$ cat src/rtl/nabp_swappable.sv
// rtl/nabp_swappable.sv - NABP ping-pong line buffer, responder side of the swap handshake.
// Optional NABP_SWAPPABLE_PROTO_CHECK_EN adds a sticky proto_err output for dropped events.
module nabp_swappable #(
   parameter int DATA_W    = 12,
   parameter int ADDR_W    = 10,
   parameter int ACCU_W    = 14,
   parameter int FRAC_W    = 4,
   parameter int BUF_DEPTH = 8,
   parameter int SHIFT_LEN = 16
) (
   input  logic              clk,
   input  logic              reset_n,
   input  logic [ACCU_W-1:0] mp_accu_init,
   input  logic [ACCU_W-1:0] mp_accu_base,
   input  logic [FRAC_W:0]   sh_accu_base,
   input  logic              swap,
   input  logic              next_itr_ack,
   output logic              swap_ready,
   output logic              next_itr,
   output logic              mem_rd,
   output logic [ADDR_W-1:0] mem_addr,
   input  logic [DATA_W-1:0] mem_data,
   output logic              pe_kick,
   output logic              pe_en,
   output logic [DATA_W-1:0] pe_data
`ifdef NABP_SWAPPABLE_PROTO_CHECK_EN
   ,
   output logic              proto_err
`endif
);

   localparam int CNT_W = $clog2(BUF_DEPTH + 1);
   localparam int IDX_W = $clog2(BUF_DEPTH);
   localparam int SH_W  = $clog2(SHIFT_LEN);
   localparam int INT_W = ACCU_W - FRAC_W;

   typedef enum logic [2:0] {idle_s, fill_s, ready_s, shift_s, done_s} state_t;

   state_t             state;
   state_t             state_nxt;
   logic [ACCU_W-1:0]  accu;
   logic [ACCU_W-1:0]  mp_base;
   logic [CNT_W-1:0]   fill_cnt;
   logic               rd_pend;
   logic [IDX_W-1:0]   rd_idx;
   logic [FRAC_W:0]    sh_base;
   logic [FRAC_W-1:0]  sh_frac;
   logic [SH_W-1:0]    sh_cnt;
   logic [DATA_W-1:0]  line_buf [BUF_DEPTH];
   logic [FRAC_W+1:0]  sh_sum;
   logic               sh_step;
   logic [INT_W-1:0]   accu_int;

   // One extra sum bit so base values >= 2^FRAC_W still produce a single step.
   assign sh_sum   = {2'b00, sh_frac} + {1'b0, sh_base};
   assign sh_step  = |sh_sum[FRAC_W+1:FRAC_W];
   assign accu_int = accu[ACCU_W-1:FRAC_W];

   always_ff @(posedge clk) begin
      if (!reset_n) state <= idle_s;
      else          state <= state_nxt;
   end

   always_comb begin
      state_nxt = state;
      case (state)
         idle_s:  if (next_itr_ack) state_nxt = fill_s;
         fill_s:  if (fill_cnt == CNT_W'(BUF_DEPTH)) state_nxt = ready_s;
         ready_s: if (swap) state_nxt = shift_s;
         shift_s: if (sh_cnt == SH_W'(SHIFT_LEN - 1)) state_nxt = done_s;
         done_s:  if (next_itr_ack) state_nxt = fill_s;
         default: state_nxt = idle_s;
      endcase
   end

   always_comb begin
      swap_ready = 1'b0;
      next_itr   = 1'b0;
      mem_rd     = 1'b0;
      mem_addr   = '0;
      pe_kick    = 1'b0;
      pe_en      = 1'b0;
      pe_data    = line_buf[0];
      case (state)
         ready_s: swap_ready = 1'b1;
         done_s:  next_itr = 1'b1;
         fill_s: begin
            mem_rd = (fill_cnt < CNT_W'(BUF_DEPTH));
            if (mem_rd) mem_addr = ADDR_W'(accu_int);
         end
         shift_s: begin
            pe_en   = 1'b1;
            pe_kick = (sh_cnt == '0);
         end
         default: ;
      endcase
   end

   // Read data lands one cycle after its strobe, so the slot index travels with rd_pend.
   always_ff @(posedge clk) begin
      if (!reset_n) begin
         accu     <= '0;
         mp_base  <= '0;
         fill_cnt <= '0;
         rd_pend  <= 1'b0;
         rd_idx   <= '0;
         sh_base  <= '0;
         sh_frac  <= '0;
         sh_cnt   <= '0;
         for (int i = 0; i < BUF_DEPTH; i++) line_buf[i] <= '0;
      end else begin
         rd_pend <= mem_rd;
         rd_idx  <= fill_cnt[IDX_W-1:0];
         if (rd_pend) line_buf[rd_idx] <= mem_data;
         case (state)
            idle_s, done_s: begin
               if (next_itr_ack) begin
                  accu     <= mp_accu_init;
                  mp_base  <= mp_accu_base;
                  fill_cnt <= '0;
               end
            end
            fill_s: begin
               fill_cnt <= fill_cnt + 1'b1;
               if (mem_rd) accu <= accu + mp_base;
            end
            ready_s: begin
               if (swap) begin
                  sh_base <= sh_accu_base;
                  sh_frac <= '0;
                  sh_cnt  <= '0;
               end
            end
            shift_s: begin
               sh_frac <= sh_sum[FRAC_W-1:0];
               sh_cnt  <= sh_cnt + 1'b1;
               if (sh_step) begin
                  for (int i = 0; i < BUF_DEPTH - 1; i++) line_buf[i] <= line_buf[i+1];
                  line_buf[BUF_DEPTH-1] <= '0;
               end
            end
            default: ;
         endcase
      end
   end

`ifdef NABP_SWAPPABLE_PROTO_CHECK_EN
   logic ignored_evt;

   always_comb begin
      ignored_evt = (swap && state != ready_s)
                 || (next_itr_ack && state != idle_s && state != done_s)
                 || (swap && next_itr_ack);
   end

   always_ff @(posedge clk) begin
      if (!reset_n)         proto_err <= 1'b0;
      else if (ignored_evt) proto_err <= 1'b1;
   end
`endif

endmodule

$ cat config.mk
export PLATFORM = sky130hd
export DESIGN_NAME = nabp_swappable
export DESIGN_NICKNAME = d
export VERILOG_FILES = /design/src/rtl/nabp_swappable.sv
export SDC_FILE = /design/constraint.sdc
export NUM_CORES = 1
export LEC_CHECK = 0
export BUFFER_PORTS_ARGS = -buffer_cell sky130_fd_sc_hd__buf_2
export CAP_MARGIN = 20
export CELL_PAD_IN_SITES_DETAIL_PLACEMENT = 0
export CELL_PAD_IN_SITES_GLOBAL_PLACEMENT = 2
export CORE_MARGIN = 2
export CORE_UTILIZATION = 37
export CTS_CLUSTER_SIZE = 12
export DETAILED_ROUTE_END_ITERATION = 8
export PLACE_DENSITY = 0.87
export SLEW_MARGIN = 20
export SYNTH_ARGS = -nofsm -noshare
export SYNTH_HDL_FRONTEND = slang
export SYNTH_SLANG_ARGS = --single-unit
$ cat constraint.sdc
create_clock -name clk -period 2.85 [get_ports clk]
set_input_delay 0 -clock clk [delete_from_list [all_inputs] [get_ports clk]]
set_output_delay 0 -clock clk [all_outputs]
set_load 0.005 [all_outputs]
==> results.yml, run 1 <==
power:
  power.density_nw_per_um2: 696
  peakVddDrop_uv: 473
  intPower_mw: 4.29
  p_comb_share_pct: 20.4
  p_sw_share_pct: 29.6
  power_frac_clock_pct: 36.1
  power.leakage_nw: 3.50
  power_switching_mw: 1.80
  seqPwrFrac_pct: 43.5
clocking:
  cts_max_path_buffers: 2
  root_buffer: "clkbuf_16"
  numCtsBuffers: 17
  cts_htree_levels: 4
  cts_tree: "built"
  clock_latency_ps: 420
  clock_sinks: 148
  clk_pin_slew_ps: 60
placed_design:
  portBuffers: 75
  gp_congestion: 0.799
  dp_hpwl_um: 11300
  place_area_um2: 7740
sta:
  tns_ps: 0
  finalSetupViolCount: 0
  max_slew_margin_pct: 48.0
  worstMarginPinSlew_ps: 780
  skew_ps: 13.4
  hold_viol: 0
  max_freq_mhz: 383
  rsz0062_at_grt: "no"
  whs_ps: 20.9
  fin_crit_sh_pct: 91.5
  drv_slew: 0
  finalCriticalPeriod_ps: 2610
synthesis:
  synthXorXnorAreaFrac_pct: 0.739
  synth_area_um2: 7110
  synth.avg_cell_area_um2: 9.65
  synthSimpleGateAreaFrac_pct: 17.5
  async_flop_share_pct: 0
  synth_top_family_by_area: "compound AO/OA/AOI/OAI gates"
  synth_cell_types: 57
  yosysWarnings: 0
  synth_mux_area_share_pct: 0.141
  syn_inst: 737
  synth_fa_ha_area_share_pct: 4.26
  synth_edf_count: 96
  synth-compound-area-share_pct: 18.1
  synth-seq-area-share_pct: 55.2
  synth-seq-cells: 148
  ys.flop_type: "edfxtp_1"
  synth_fp_nets: 809
floorplanning:
  pin_count: 76
  rows: 50
  dieArea_um2: 20300
  core-area_um2: 18800
  start_util_pct: 37.9
  dieHeight_um: 143
  die_w_um: 143
global_route:
  track_usage_pct: 16.6
  grt_pass1_vias: 5374
  grt_max_degree: 55
  overflow: 0
  antenna_found_initial: 0
  grt_pass1_wl_um: 26700
detailed_routing:
  post_drt_wl_per_cell_um: 14.7
  drt_first_pass_iters: 5
  drt_iter0_markers: 408
  via_count: 5616
  drc: 0
  ant_nets: 0
  postRouteWirelength_um: 16100
  via_per_inst: 5.14
cells_and_area:
  finalNetCount: 919
  layout_common_cells: "nand2_1 (173), o21ai_0 (105), edfxtp_1 (96)"
  diodes: 0
  final_common_cell: "nand2_1"
  areaGrowthSynthToFinish_pct: 23.1
  drive_above_1_share_pct: 15.8
  fin_area_um2: 8750
setup_path:
  cp_max_fo: 24
  end_kind: "flop"
  required_ps: 3100
  worstSetupStartpointType: "flop"
  path_class: "reg -> reg"
  cp.arrival_ps: 2860
flow_run:
  maxCapViolations: 0
min_path:
  min_path_type: "in -> reg"
outcome:
  status: "finished clean"
[power groups by stage]
| stage | registers, mW | clock network (mW) | logic (mW) |
|---|---|---|---|
| 2_1_floorplan | 2.65 | 0 | 0.869 |
| 3_3_place_gp | 2.69 | 0 | 1.17 |
| 3_5_place_dp | 2.70 | 0 | 1.20 |
| 4_1_cts | 2.65 | 2.24 | 1.25 |
| 5_1_grt | 2.68 | 2.34 | 1.41 |
| 6_report | 2.65 | 2.20 | 1.24 |
[timing repair]
item                                   4_1_cts  5_1_grt
setup endpoints to repair                    0      159
hold buffers                                41        0
setup buffers                                0        2
endpoints found under the hold margin       41        0
gates resized for setup                      0        3
[flip-flops by register name (all words and copies together), names as in the netlist]
register	flops
sh_frac	4
sh_base	5
rd_pend	1
mp_base	14
sh_cnt	4
accu	14
rd_idx	3
line_buf	96
fill_cnt	4
state	3
[final cells by class]
class                   instances  area [um^2]
multi-input cells             516         2910
inverters                      29          109
clock inverters                13          150
clock buffers                  18          429
fillers                      1768        10000
well taps                     234          293
flip-flops and latches        148         3920
repair buffers                135          941
[cell usage after synthesis, types with 12 or more instances]
cell type,instances,share of area [%]
buf_2,12,0.84
edfxtp_1,96,41
clkbuf_1,32,1.7
nand3_1,19,1.3
a21oi_1,22,1.5
a21boi_0,26,2.7
nor2_1,28,1.5
ha_1,21,3.7
o211ai_1,20,2.1
nand2_1,173,9.1
and3_1,13,1.1
o21ai_0,105,7.4
dfxtp_1,52,15
inv_1,29,1.5
[layer usage]
| metal | track usage, % | routed length, um | share of wire, % |
|---|---|---|---|
| met1 | 23.3 | 8000 | 50 |
| met2 | 25.4 | 7270 | 45 |
| met3 | 3.89 | 600 | 3.7 |
| met4 | 5.37 | 185 | 1.2 |
| met5 | 0 | 0 | 0 |
[stage by stage]
| step | util, % | cells | setup slack [ps] | total power [mW] |
|---|---|---|---|---|
| after floorplan | - | 737 | 234 | 3.52 |
| after global placement | 41.2 | 1019 | 148 | 3.86 |
| after detailed placement | 41.2 | 1019 | 37.9 | 3.90 |
| after CTS | 46.5 | 1091 | 7.29 | 6.14 |
| after global routing | 46.6 | 1093 | 47.4 | 6.43 |
| final | 46.6 | 1093 | 241 | 6.10 |
[cells by family (layout without fill, tap and decap cells)]
logic type | Yosys count | in the layout
AND/OR/NAND/NOR | 277 | 277
AO/OA/AOI/OAI | 209 | 209
flip-flops | 148 | 148
buffers and inverters | 73 | 195
adder cells (fa/ha/maj) | 23 | 23
XOR/XNOR | 6 | 6
multiplexers | 1 | 1
[path summary, 6_finish.rpt]
check / to / start / slack (ps) / cells after the start
max: line_buf[0][9]$_DFFE_PP_ / sh_base[0]$_SDFFE_PN0P_ / 240 / 10
min: accu[8]$_SDFFE_PN0P_ / mp_accu_init[8] / 20 / 5
min reg2reg: mp_base[0]$_SDFFE_PN0P_ / mp_base[0]$_SDFFE_PN0P_ / 470 / 2
max reg2reg: line_buf[0][9]$_DFFE_PP_ / sh_base[0]$_SDFFE_PN0P_ / 240 / 10
[worst max-delay path: stages (launching register included)]
cell and delay (ps):
dfxtp_1 320, ha_1 220, fa_1 420, a21oi_2 190
o21a_1 150, a211oi_2 50, buf_4 170, buf_4 140
or3b_1 380, buf_4 210, o21ai_0 190
No activity file was read; power rests on OpenSTA's default activity.
==> run 2: changes to the inputs <==
==> constraint.sdc (replaced) <==
create_clock -name clk -period 2.85 [get_ports clk]
set_input_delay 0.285 -clock clk [delete_from_list [all_inputs] [get_ports clk]]
set_output_delay 0.285 -clock clk [all_outputs]
set_load 0.005 [all_outputs]
==> results.yml, run 2 (synthesized netlist as in run 1, its figures left out) <==
outcome:
  status: "finished clean"
clocking:
  cts_tree: "built"
  clock_latency_ps: 420
  cts_htree_levels: 4
  clock_sinks: 148
  cts_max_path_buffers: 2
  clk_pin_slew_ps: 60
  root_buffer: "clkbuf_16"
  hold_buffers: 0
  numCtsBuffers: 17
power:
  p_comb_share_pct: 19.9
  power_switching_mw: 1.81
  power.leakage_nw: 3.31
  p_sw_share_pct: 29.8
  power.density_nw_per_um2: 729
  power_frac_clock_pct: 36.4
  intPower_mw: 4.26
  peakVddDrop_uv: 457
  seqPwrFrac_pct: 43.7
cells_and_area:
  final_common_cell: "nand2_1"
  largest_reg_flops: 96
  finalNetCount: 877
  largest_register: "line_buf"
  reg_top3: "line_buf: 96 flops, accu: 14 flops, mp_base: 14 flops"
  multi_input_area_um2: 2900
  fin_area_um2: 8330
  areaGrowthSynthToFinish_pct: 17.2
  drive_above_1_share_pct: 16.3
  fill_cells: 1818
  seqCellArea_um2: 3920
  layout_common_cells: "nand2_1 (173), o21ai_0 (105), edfxtp_1 (96)"
  diodes: 0
  fin_util_pct: 44.4
  layout.cells.non_filler: 1052
setup_path:
  cp.arrival_ps: 2840
  cp_max_fo: 24
  path_class: "reg -> reg"
  worstSetupStartpointType: "flop"
  required_ps: 3000
  end_kind: "flop"
  rrSetupSlack_ps: 160
detailed_routing:
  drt_iter0_markers: 428
  via_per_inst: 5.20
  via_count: 5475
  post_drt_wl_per_cell_um: 15.2
  ant_nets: 0
  postRouteWirelength_um: 16000
  drc: 0
  drt_first_pass_iters: 5
sta:
  tns_ps: 0
  hold_viol: 0
  rsz0062_at_grt: "no"
  max_slew_margin_pct: 46.9
  whs_ps: 109
  finalCriticalPeriod_ps: 2690
  max_freq_mhz: 372
  fin_crit_sh_pct: 94.4
  skew_ps: 10.7
  finalSetupViolCount: 0
  drv_slew: 0
  worstMarginPinSlew_ps: 795
floorplanning:
  dieHeight_um: 143
  die_w_um: 143
  core-area_um2: 18800
  dieArea_um2: 20300
  start_util_pct: 37.9
  pin_count: 76
  rows: 50
min_path:
  min_path_type: "in -> reg"
global_route:
  overflow: 0
  grt_pass1_vias: 5302
  grt_max_degree: 55
  grt_pass1_wl_um: 26700
  track_usage_pct: 16.6
  antenna_found_initial: 0
placed_design:
  portBuffers: 75
  placed_cells: 1020
  place_area_um2: 7750
  gp_congestion: 0.800
  dp_hpwl_um: 11400
flow_run:
  maxCapViolations: 0
run 2: cell types whose count changed in the layout (fill, tap and decap cells not counted), sizes merged:
| cell | delta |
|---|---|
| clkinvlp | +1 |
| clkbuf | +1 |
| buf | -1 |
| clkinv | -1 |
| dlygate4sd3 | -41 |
run 2: worst paths after layout:
path | start | end | cells after the start
max | sh_base[0]$_SDFFE_PN0P_ | line_buf[5][6]$_DFFE_PP_ | 9
min | mp_accu_base[4] | mp_base[4]$_SDFFE_PN0P_ | 3
max reg2reg | sh_base[0]$_SDFFE_PN0P_ | line_buf[5][6]$_DFFE_PP_ | 9
min reg2reg | mp_base[0]$_SDFFE_PN0P_ | mp_base[0]$_SDFFE_PN0P_ | 2
run 2: metrics by stage:
stage / worst slack [ps] / total power [mW]
global route: 1.55 / 6.40
finish: 159 / 6.07
global placement: 148 / 3.87
CTS: 9.25 / 6.12
floorplan: 234 / 3.52
detailed placement: 28.5 / 3.90
run 2: power by group through the flow:
stage / sequential (mW) / clock [mW] / combinational, mW
6_report: 2.65 / 2.21 / 1.21
5_1_grt: 2.68 / 2.34 / 1.38
4_1_cts: 2.65 / 2.25 / 1.21
3_5_place_dp: 2.70 / 0 / 1.21
3_3_place_gp: 2.69 / 0 / 1.18
2_1_floorplan: 2.65 / 0 / 0.869
run 2: repair_timing:
action | CTS | global route
buffers inserted | 0 | 0
setup endpoints to repair | 0 | 106
gates resized for setup | 0 | 1
endpoints found under the hold margin | 0 | 0
run 2: routing by layer:
layer,track usage [%],routed length [um],part of all wire [%]
met5,0,0,0
met4,4.06,110,0.69
met3,4.39,837,5.2
met2,25.6,7150,45
met1,23.3,7860,49
run 2: cell type report:
cell class | count | area share, %
inverters | 29 | 1.31
repair buffers | 93 | 6.28
clock inverters | 13 | 1.80
flip-flops and latches | 148 | 47.1
clock buffers | 19 | 5.20
well taps | 234 | 3.51
multi-input cells | 516 | 34.8
run 2: critical path, stage by stage, from the launching register on:
cell      delay, ps
dfxtp_1         320
ha_1            220
fa_1            400
a21oi_1         250
nor4b_2          80
a211oi_2        410
nor2b_2         180
nand4_1         130
buf_4           260
o21ai_0         150
